$ cat src/rtl/dm_access_ctrl.sv
// dm_access_ctrl: shares one single-port, word-organised data memory between
// the CPU MEM stage (port 0) and the loader/debug port (port 1).
// Round-robin arbitration, sub-word loads with sign/zero extension, and
// read-modify-write for byte/halfword stores. The memory has a 1-cycle
// registered read and a synchronous write.
module dm_access_ctrl #(
    parameter int AW    = 14,
    parameter int PORTS = 2
) (
    input  logic                clk,
    input  logic                reset,
    input  logic [PORTS-1:0]    req,
    input  logic [PORTS-1:0]    we,
    input  logic [2*PORTS-1:0]  size,
    input  logic [PORTS-1:0]    sext,
    input  logic [32*PORTS-1:0] addr,
    input  logic [32*PORTS-1:0] wdata,
    output logic [PORTS-1:0]    ack,
    output logic                err,
    output logic [31:0]         rdata,
    output logic [AW-3:0]       mem_addr,
    output logic                mem_re,
    output logic                mem_we,
    output logic [31:0]         mem_wdata,
    input  logic [31:0]         mem_rdata,
    output logic                busy,
    output logic                stall
);

    typedef enum logic [2:0] {
        IDLE = 3'd0,
        RD   = 3'd1,
        EXT  = 3'd2,
        WR   = 3'd3,
        ERR  = 3'd4
    } state_t;

    state_t state, state_d;
    logic   rr_ptr, rr_d;

    // Next values of the registered completion outputs.
    logic [PORTS-1:0] ack_d;
    logic             err_d;
    logic [31:0]      rdata_d;

    // Arbitration result and the fields of the candidate port.
    logic        grant;
    logic        gid;
    logic        sel_we;
    logic [1:0]  sel_size;
    logic        sel_sext;
    logic [AW-1:0] sel_addr;
    logic [31:0] sel_wdata;

    // Transaction fields captured at grant; they carry no reset because the
    // FSM never consumes them before a grant has loaded them.
    logic        id_q;
    logic        we_q;
    logic [1:0]  size_q;
    logic        sext_q;
    logic [AW-1:0] addr_q;
    logic [31:0] wbuf_q;

    // Address bits above the decoded range are intentionally ignored.
    logic unused_addr_hi;
    assign unused_addr_hi = ^{addr[63:32+AW], addr[31:AW]};

    // Half must be 2-byte aligned, word (and reserved size) 4-byte aligned.
    function automatic logic misaligned(input logic [1:0] sz, input logic [1:0] off);
        logic m;
        case (sz)
            2'b00:   m = 1'b0;
            2'b01:   m = off[0];
            default: m = (off != 2'b00);
        endcase
        return m;
    endfunction

    // Sub-word stores need a read of the target word before the write.
    function automatic logic is_subword(input logic [1:0] sz);
        return (sz == 2'b00) || (sz == 2'b01);
    endfunction

    // Pick the addressed byte/half lane of a memory word and extend it.
    function automatic logic [31:0] load_extract(input logic [31:0] w,
                                                 input logic [1:0]  sz,
                                                 input logic [1:0]  off,
                                                 input logic        sx);
        logic [7:0]  b;
        logic [15:0] h;
        logic [31:0] r;
        b = w[{off, 3'b000} +: 8];
        h = off[1] ? w[31:16] : w[15:0];
        case (sz)
            2'b00:   r = {{24{sx & b[7]}}, b};
            2'b01:   r = {{16{sx & h[15]}}, h};
            default: r = w;
        endcase
        return r;
    endfunction

    // Overlay right-aligned store data onto the addressed lane, keeping the rest.
    function automatic logic [31:0] store_merge(input logic [31:0] w,
                                                input logic [31:0] d,
                                                input logic [1:0]  sz,
                                                input logic [1:0]  off);
        logic [31:0] r;
        r = w;
        case (sz)
            2'b00: r[{off, 3'b000} +: 8] = d[7:0];
            2'b01: begin
                if (off[1])
                    r[31:16] = d[15:0];
                else
                    r[15:0] = d[15:0];
            end
            default: r = d;
        endcase
        return r;
    endfunction

    // Round-robin choice: the rr_ptr port wins a tie, otherwise the lone requester.
    always_comb begin
        gid = 1'b0;
        if (req == 2'b11)
            gid = rr_ptr;
        else
            gid = req[1];
    end

    assign sel_we    = we[gid];
    assign sel_size  = size[{gid, 1'b0} +: 2];
    assign sel_sext  = sext[gid];
    assign sel_addr  = addr[{gid, 5'b00000} +: AW];
    assign sel_wdata = wdata[{gid, 5'b00000} +: 32];

    // Next-state, grant and completion-output decode.
    always_comb begin
        state_d = state;
        rr_d    = rr_ptr;
        grant   = 1'b0;
        ack_d   = '0;
        err_d   = 1'b0;
        rdata_d = '0;
        case (state)
            IDLE: begin
                // The cycle that shows ack belongs to the finished transaction;
                // the next grant is taken in the IDLE cycle after it.
                if ((ack == '0) && (req != '0)) begin
                    grant = 1'b1;
                    if (req == 2'b11)
                        rr_d = ~rr_ptr;
                    if (misaligned(sel_size, sel_addr[1:0]))
                        state_d = ERR;
                    else if (!sel_we || is_subword(sel_size))
                        state_d = RD;
                    else
                        state_d = WR;
                end
            end
            RD: state_d = EXT;
            EXT: begin
                if (!we_q) begin
                    ack_d[id_q] = 1'b1;
                    rdata_d     = load_extract(mem_rdata, size_q, addr_q[1:0], sext_q);
                    state_d     = IDLE;
                end else begin
                    state_d = WR;
                end
            end
            WR: begin
                ack_d[id_q] = 1'b1;
                state_d     = IDLE;
            end
            ERR: begin
                ack_d[id_q] = 1'b1;
                err_d       = 1'b1;
                state_d     = IDLE;
            end
            default: state_d = IDLE;
        endcase
    end

    // State, arbitration pointer and registered completion outputs.
    always_ff @(posedge clk) begin
        if (reset) begin
            state  <= IDLE;
            rr_ptr <= 1'b0;
            ack    <= '0;
            err    <= 1'b0;
            rdata  <= '0;
        end else begin
            state  <= state_d;
            rr_ptr <= rr_d;
            ack    <= ack_d;
            err    <= err_d;
            rdata  <= rdata_d;
        end
    end

    // Capture the granted port's fields; later fold in the read-back word for RMW.
    always_ff @(posedge clk) begin
        if (grant) begin
            id_q   <= gid;
            we_q   <= sel_we;
            size_q <= sel_size;
            sext_q <= sel_sext;
            addr_q <= sel_addr;
            wbuf_q <= sel_wdata;
        end else if ((state == EXT) && we_q) begin
            wbuf_q <= store_merge(mem_rdata, wbuf_q, size_q, addr_q[1:0]);
        end
    end

    // Memory strobes are pure state decodes, so nothing reaches the memory
    // from req combinationally and a reset drops them immediately.
    assign mem_re    = (state == RD);
    assign mem_we    = (state == WR);
    assign mem_addr  = ((state == RD) || (state == WR)) ? addr_q[AW-1:2] : '0;
    assign mem_wdata = (state == WR) ? wbuf_q : '0;
    assign busy      = (state != IDLE);
    assign stall     = req[0] & ~ack[0];

endmodule

$ cat config.mk
export PLATFORM = sky130hd
export DESIGN_NAME = dm_access_ctrl
export DESIGN_NICKNAME = d
export VERILOG_FILES = /design/src/rtl/dm_access_ctrl.sv
export SDC_FILE = /design/constraint.sdc
export NUM_CORES = 1
export LEC_CHECK = 0
export CORE_ASPECT_RATIO = 1.5
export CORE_MARGIN = 2
export CORE_UTILIZATION = 29
export DETAILED_ROUTE_END_ITERATION = 6
export GPL_TIMING_DRIVEN = 0
export SLEW_MARGIN = 25
export SYNTH_ARGS = -nofsm -noshare
export SYNTH_HDL_FRONTEND = slang
export SYNTH_SLANG_ARGS = --single-unit
$ cat constraint.sdc
create_clock -name clk -period 3 [get_ports clk]
set_clock_uncertainty 0.2 [all_clocks]
set_input_delay 0.6 -clock clk [delete_from_list [all_inputs] [get_ports clk]]
set_output_delay 0.6 -clock clk [all_outputs]
set_load 0.02 [all_outputs]
# Word level (Yosys, flattened, before mapping)
# Cells that the tools add are included.
[word_totals]
register_bits = 90
in_bits = 172
out_inout_bits = 83
wordCells = 88
[op_classes]
n_addsub = 1
magnitude_cmp = 3
n_eq_ne = 9
shift = 6
n_mux = 30
bitwise_logic = 6
reduce_logical = 21
[op_table]
columns = ["cell", "count"]
rows = [
  ["$pmux 32 s2", 2],
  ["$mux 32", 3],
  ["$shiftx 64x7->14", 1],
  ["$shiftx 64x7->32", 1],
  ["$mux 16", 3],
  ["$bwmux 32", 1],
  ["$shift 8x7->32 const A", 1],
  ["$shiftx 32x6->8", 1],
  ["$shiftx 8x7->32", 1],
  ["$mux 12", 1],
  ["$mux 1", 11],
  ["$pmux 3 s3", 1],
  ["$neg 5->7", 1],
  ["$eq 3x2->1 const B", 2],
  ["$logic_not 2->1", 3],
  ["$mux 2", 3],
  ["$mux 3", 2],
  ["$reduce_and 3->1", 2],
  ["$reduce_bool 2->1", 3],
  ["$reduce_bool 3->1", 2],
  ["$eq 2x1->1 const B", 2],
  ["$lt 1x2->1 const B", 2],
  ["$pmux 2 s2", 1],
  ["$shiftx 4x3->2", 1],
  ["other kinds (17)", 25],
]

# Longest topological paths before layout
# Gate-level depths: netlist of run 1.
[depth]
ltp_word = 10
mapped_depth = 7
depth_no_buf = 6

# Worst setup path after synthesis of run 1
# OpenSTA, ideal clock, no wires.
[synth_timing]
kind = "reg-to-reg"
from = "reg state[1]"
to = "reg wbuf_q[16] (enable)"
setup_time_ps = 411
t_arrival_ps = 2031
required_time_ps = 2389
path_slack_ps = 358
path_stages_with_launch = 5
path_buffers = 2
period_less_slack_ps = 2642
path_cell_list = "dfxtp_1 clkbuf_2 clkbuf_1 nand3_1 o21ai_0"
[synth_via]
elab_chain_len = 4
elab_cells_between_ends = 7
cone_classes = "eq/ne (1); mux (1); reduce/logical (5)"
[synth_rtl]
columns = ["element", "line", "source"]
rows = [
  ["start: declaration", "38", "state_t state, state_d;"],
  ["start signal: assignment", "193", "state <= state_d;"],
  ["$logic_not 3->1 or $eq 3x2->1 (tied branches)", "145, 210", ""],
  ["$mux 1 or $logic_and 1x1->1 (tied branches)", "145, 210", ""],
  ["$reduce_bool 3->1 (no source line) or $reduce_bool 2->1 (tied branches)", "n/a", ""],
  ["$reduce_and 2->1 (no source line) *", "n/a", ""],
  ["end signal: assignment", "209", "wbuf_q <= sel_wdata;"],
  ["end signal: assignment", "211", "wbuf_q <= store_merge(mem_rdata, wbuf_q, size_q, addr_q[1:0]);"],
  ["end: declaration", "62", "logic [31:0] wbuf_q;"],
]
# Mark *: on every way between the ends. The rest lies on a longest branch, timed or not.
# A chain may end at the register's enable or synchronous reset.

# Worst setup path after layout of run 1
[layout_timing]
from = "reg state[1]"
to = "out mem_wdata[4]"
[layout_via]
elab_chain_len = 2
[layout_rtl]
columns = ["element", "line", "source"]
rows = [
  ["$eq 3x2->1", "220", "assign mem_wdata = (state == WR) ? wbuf_q : '0;"],
  ["$mux 32", "220", ""],
  ["end: declaration", "24", "output logic [31:0] mem_wdata,"],
]
# No other way between the ends.

==> reports/qor.csv, run 1 <==
metric;value;unit
P_sw;1.65;mW
critical path's largest stage delay;0.60;ns
wire per inst;20.0;um
DRT Wirelength;19800;um
Bufs on Longest Clock Path;2;
DRC;0;
Post-DP Area;7440;um^2
area of the mapped netlist;4980;um^2
Rel. slew slack;42.3;%
Synth Flop Type;edfxtp_1;
Max Cap Viol;0;
post-synthesis cell type count;52;
startpoint types;flop;
# diodes;0;
WHS Endpoint;ack[0]$_SDFF_PP0_;
Final Hold Viols;0;
GRT Residual Overflow;0;
Internal;2.95;mW
Design Power;4.60;mW
Rows;58;
worst reg2reg path startpoint;addr_q[0]$_DFFE_PP_;
# setup viols final;0;
P&R area growth vs syn;55.0;%
CP required;2.20;ns
Core Region;16800;um^2
routability cong.;0.867;
HPWL after DPL;16000;um
yosys warns;0;
number of I/O port buffers;218;
Starting Density;29.7;%
layout cells sized above 1;7.67;%
crit-path cells;clkbuf_2 > clkbuf_1 > and3_1 > clkdlybuf4s50_1;
sequential area share after synthesis;46.4;%
worst skew pair latency;0.35;ns
crit path kind;flop to output port;
Syn Nets;724;
Peak VDD IR;0.000311;V
Avg Inst Size Synth;9.11;um^2
Worst Hold Launch;id_q$_DFFE_PP_;
R2R depth;6;
hold slack final;0.248;ns
dpl cells;976;
Leak Pwr;3.30;nW
first-pass GRT wire length;29300;um
Worst Setup End Kind;output port;
Setup TNS Final;0;ns
DR vias;5096;
Sequential Power Share;39.7;%
arrival time of the worst setup path;2.05;ns
Fmax;0.351;GHz
EDFF count, synth;51;
total CTS buffers;9;
Root Driver;clkbuf_16;
vias in the first global route;5118;
fin worst setup slack;0.147;ns
initial antenna violation count;0;
status;completed;
# H-tree levels;3;
Die Y;165;um
post-synthesis cell count;547;
CTS clk-pin slew, worst paths;0.07;ns
die area;18300;um^2
flop2flop setup slack;0.33;ns
HP Class;flop to flop;
measured slew at the worst slew-check pin;0.859;ns
FF+latch count, synth;90;
drt first pass iters;7;
All-Layer GR Usage;21.1;%
minimum clock period;2.85;ns
crit path max-delay cell type;clkdlybuf4s50_1;
Iter 0 DRT Violations;273;
die width;111;um
Clock power frac;25.5;%
Reg-to-Reg End;wbuf_q[21]$_DFFE_PP_;
crit-path max FO;10;
part of the cycle the worst path needs;95.1;%
largest net degree at the start of global routing;29;
pwr/cell area;596;nW/um^2
Slew Viols, Final;0;
Via density;5.14;
WHS Path Cells;1;
nets;954;
post-route cell area;7720;um^2
switching share of power;35.8;%
TritonCTS clock tree;built;
Comb power frac;34.9;%
fraction of registers with async set/reset;0;%
Final ANT Viol Nets;0;
RSZ-0062 raised after global routing;false;
Ports;255;
fin cells;992;
Final Util;46.0;%
CTS Sinks;90;
pre-CTS setup slack;-0.0981;ns
## power by group through the flow
stage | Sequential [mW] | Clock (mW) | Combinational, mW
CTS | 1.82 | 1.19 | 1.61
global route | 1.85 | 1.24 | 1.75
detailed placement | 1.85 | 0 | 1.62
global placement | 1.85 | 0 | 1.58
floorplan | 1.78 | 0 | 0.942
finish | 1.83 | 1.17 | 1.60
## worst max-delay path: cells and delay by family, from the launching register on
kind          cells  cell delay [ns]
flops             1             0.31
simple gates      1             0.24
buf+inv           3             1.14
## metal layers
layer / vias up / track usage, % / routed length, um
met5: - / 0 / 0
met4: 0 / 11.1 / 829
met3: 40 / 3.56 / 1100
met2: 217 / 38.8 / 10400
met1: 2410 / 23.2 / 7480
li1: 2429 / - / -
## cell usage after synthesis, types with 2 or more instances
| library cell | number | area share (%) |
|---|---|---|
| inv_1 | 19 | 1.4 |
| a221oi_1 | 16 | 2.8 |
| and3_1 | 33 | 4.1 |
| a21oi_1 | 40 | 4.0 |
| nand2b_1 | 3 | 0.38 |
| mux4_2 | 7 | 3.2 |
| and2_1 | 15 | 1.9 |
| o21ai_0 | 11 | 1.1 |
| a31oi_1 | 24 | 3.0 |
| nor2b_1 | 10 | 1.3 |
| a22oi_1 | 8 | 1.2 |
| ha_1 | 5 | 1.3 |
| nand2_1 | 132 | 9.9 |
| mux2i_1 | 16 | 3.2 |
| o211ai_1 | 9 | 1.4 |
| o221ai_1 | 8 | 1.4 |
| nand3_1 | 9 | 0.90 |
| buf_1 | 2 | 0.15 |
| buf_6 | 3 | 0.68 |
| buf_4 | 3 | 0.45 |
| nor2_1 | 18 | 1.4 |
| nand3b_1 | 2 | 0.30 |
| buf_2 | 11 | 1.1 |
| inv_2 | 3 | 0.23 |
| and3b_1 | 2 | 0.35 |
| edfxtp_1 | 51 | 31 |
| clkbuf_1 | 24 | 1.8 |
| dfxtp_1 | 39 | 16 |
## state kept, by name (all words and copies together), names as in the netlist
signal and count:
we_q 1, sext_q 1, size_q 2, addr_q 14, state 3, ack 2
id_q 1, err 1, wbuf_q 32, rdata 32, rr_ptr 1
## cells by family after synthesis
logic type	synth area share (%)
AND/OR/NAND/NOR	22.2
flip-flops	46.4
XOR/XNOR	0.176
multiplexers	7.13
adder cells (fa/ha/maj)	1.26
AO/OA/AOI/OAI	16.9
buffers and inverters	5.95
## cell usage in the layout (no fill, tap or decap), drive strengths merged, types with 10 or more instances in the layout
| master | Yosys | final |
|---|---|---|
| a21oi | 41 | 41 |
| a221oi | 16 | 16 |
| a31oi | 24 | 24 |
| and2 | 15 | 15 |
| and3 | 33 | 33 |
| buf | 19 | 20 |
| clkbuf | 25 | 35 |
| clkdlybuf4s50 | 0 | 178 |
| dfxtp | 39 | 39 |
| dlygate4sd2 | 0 | 40 |
| edfxtp | 51 | 51 |
| inv | 22 | 26 |
| mux2i | 16 | 16 |
| nand2 | 132 | 132 |
| nor2 | 18 | 18 |
| nor2b | 10 | 10 |
| o211ai | 10 | 10 |
| o21ai | 12 | 12 |
## worst max-delay path by stage
stage | start | depth (start not counted) | endpoint | slack [ns]
5_1_grt | state[1]$_SDFFE_PP0P_ | 4 | mem_wdata[2] | 0.03
3_3_place_gp | state[1]$_SDFFE_PP0P_ | 4 | wbuf_q[17]$_DFFE_PP_ | -0.61
3_5_place_dp | state[0]$_SDFFE_PP0P_ | 6 | mem_wdata[29] | -0.1
4_1_cts | state[1]$_SDFFE_PP0P_ | 4 | mem_wdata[31] | 0.06
6_report | state[1]$_SDFFE_PP0P_ | 4 | mem_wdata[4] | 0.15
2_1_floorplan | state[1]$_SDFFE_PP0P_ | 4 | wbuf_q[16]$_DFFE_PP_ | 0.36
## layout make-up
type,count,area (um^2)
Inverter,22,82.6
Buffer,44,231
Timing Repair Buffer,219,2140
Clock buffer,10,250
Fill cell,1668,9040
Multi-Input combinational cell,391,2380
Clock inverter,6,55.1
Sequential cell,90,2310
Tap cell,210,263
## what timing repair did
action                     in CTS  in global routing
setup endpoints to repair      46                  3
hold buffers                    0                  0
setup buffers                   0                  0
resized for setup              49                  2
Note: power is estimated with default switching activity, not from simulation.
==> inputs of run 2 (changes only) <==
==> constraint.sdc (replaced) <==
create_clock -name clk -period 2.82 [get_ports clk]
set_clock_uncertainty 0.2 [all_clocks]
set_input_delay 0.564 -clock clk [delete_from_list [all_inputs] [get_ports clk]]
set_output_delay 0.564 -clock clk [all_outputs]
set_load 0.02 [all_outputs]
==> run 2 against run 1 <==
Against the previous run:
- clock power increased by 7%
- total power increased by 6.5%
- clock-buffer cell count unchanged
- worst setup slack got worse by 0.062 ns
- routed wire length increased by 0.56%
- via count about the same
- sequential share of layout area decreased by 0.10 points
- sequential cell count unchanged
- register-to-register slack got worse by 0.19 ns
- combinational power increased by 7%
- critical path depth increased by 2
- sequential power increased by 6%
- critical path type unchanged
- critical endpoint is now mem_wdata[10]
- largest cell class is now non-clock buffers
==> reports/qor.csv, run 2 (synthesis gave the netlist of run 1 again) <==
metric;value;unit
status;completed;
largest net degree at the start of global routing;29;
Starting Density;29.7;%
dpl cells;976;
HPWL after DPL;16000;um
GR Layer Usage met3;3.56;%
part of the cycle the worst path needs;97.0;%
CP required;2.06;ns
arrival time of the worst setup path;1.97;ns
most frequent cells in the layout;clkdlybuf4s50_1 (171), nand2_1 (132), edfxtp_1 (51), a21oi_1 (40), dfxtp_1 (39);
crit path kind;flop to output port;
Core Region;16800;um^2
crit-path max FO;10;
first-pass GRT wire length;29300;um
number of I/O port buffers;218;
measured slew at the worst slew-check pin;0.846;ns
Bufs on Longest Clock Path;2;
layout cells sized above 1;7.80;%
die area;18300;um^2
Iter 0 DRT Violations;297;
pwr/cell area;633;nW/um^2
# setup viols final;0;
All-Layer GR Usage;21.1;%
area occupied by registers;2310;um^2
fin cells;992;
Rows;58;
Worst Setup End Kind;output port;
CTS Sinks;90;
# H-tree levels;3;
Peak VDD IR;0.000333;V
minimum clock period;2.73;ns
DR vias;5097;
global routing usage on met2;38.8;%
# diodes;0;
global route hottest layer;met2;
Final Hold Viols;0;
largest registers;rdata (32), wbuf_q (32), addr_q (14);
DRC;0;
Slew Viols, Final;0;
RSZ-0062 raised after global routing;false;
nets;954;
routability cong.;0.867;
vias in the first global route;5118;
GR Util met1;23.2;%
wire per inst;20.1;um
CTS clk-pin slew, worst paths;0.07;ns
Final Util;46.2;%
Final ANT Viol Nets;0;
multi-input logic area;2380;um^2
Root Driver;clkbuf_16;
GRT Residual Overflow;0;
Ports;255;
hold_buf cts;0;
post_cts resized;51;
HP Class;flop to flop;
DRT Wirelength;19900;um
leading cell type in the layout, fill and taps excluded;clkdlybuf4s50_1;
die width;111;um
Leak Pwr;3.41;nW
P&R area growth vs syn;55.5;%
Max Cap Viol;0;
Die Y;165;um
Fmax;0.366;GHz
total CTS buffers;9;
Post-CTS Setup Inserts;0;
TritonCTS clock tree;built;
Via density;5.14;
startpoint types;flop;
hold slack final;0.251;ns
worst skew pair latency;0.35;ns
Fillers;1663;
initial antenna violation count;0;
Rel. slew slack;43.2;%
drt first pass iters;5;
[run 2: cell types whose count changed in the layout (fill, tap and decap cells not counted)]
cell	change
clkbuf_1	-1
clkbuf_2	+1
clkdlybuf4s15_1	+6
clkdlybuf4s50_1	-7
dlygate4sd2_1	-6
dlymetal6s2s_1	+7
[run 2: final cells by class]
class | count | share of cell area (%)
multi-input combinational | 391 | 30.7
sequential | 90 | 29.9
timing repair buffer | 219 | 28.0
tap | 210 | 3.39
clock buffer | 10 | 3.23
buffer | 44 | 3.00
inverter | 22 | 1.07
clock inverter | 6 | 0.711
[run 2: critical path, stage by stage (launching register included)]
cell           delay [ns]
dfxtp_1              0.32
buf_2                0.18
nor2b_1              0.15
clkbuf_4             0.23
clkbuf_4             0.22
and3_1               0.16
dlygate4sd2_1        0.36
[run 2: metal layers]
layer	vias up	routed length, um
li1	2426	-
met1	2416	7540
met2	219	10500
met3	36	1100
met4	0	804
met5	-	0
[run 2: final timing paths]
path	start	to	slack [ns]	cells after the start
setup / recovery	state[0]$_SDFFE_PP0P_	mem_wdata[10]	0.09	6
hold / removal	id_q$_DFFE_PP_	ack[0]$_SDFF_PP0_	0.25	1
setup reg to reg	addr_q[0]$_DFFE_PP_	wbuf_q[21]$_DFFE_PP_	0.14	6
hold reg to reg	id_q$_DFFE_PP_	ack[0]$_SDFF_PP0_	0.25	1
[run 2: power breakdown]
group          total [mW]  switching (mW)  internal (mW)
combinational        1.71            1.01          0.704
sequential           1.94           0.177           1.77
clock                1.25           0.576          0.672
[run 2: stage by stage]
| step | instance area [um^2] | total power [mW] | TNS (ns) | setup slack [ns] |
|---|---|---|---|---|
| 3_3_place_gp | 7430 | 3.65 | -19.66 | -0.790 |
| 6_report | 7740 | 4.90 | 0 | 0.0857 |
| 5_1_grt | 7740 | 5.15 | 0 | 0.00189 |
| 3_5_place_dp | 7440 | 3.69 | -7.16 | -0.242 |
| 4_1_cts | 7710 | 4.92 | 0 | 0.00154 |
| 2_1_floorplan | 4980 | 2.90 | 0 | 0.178 |
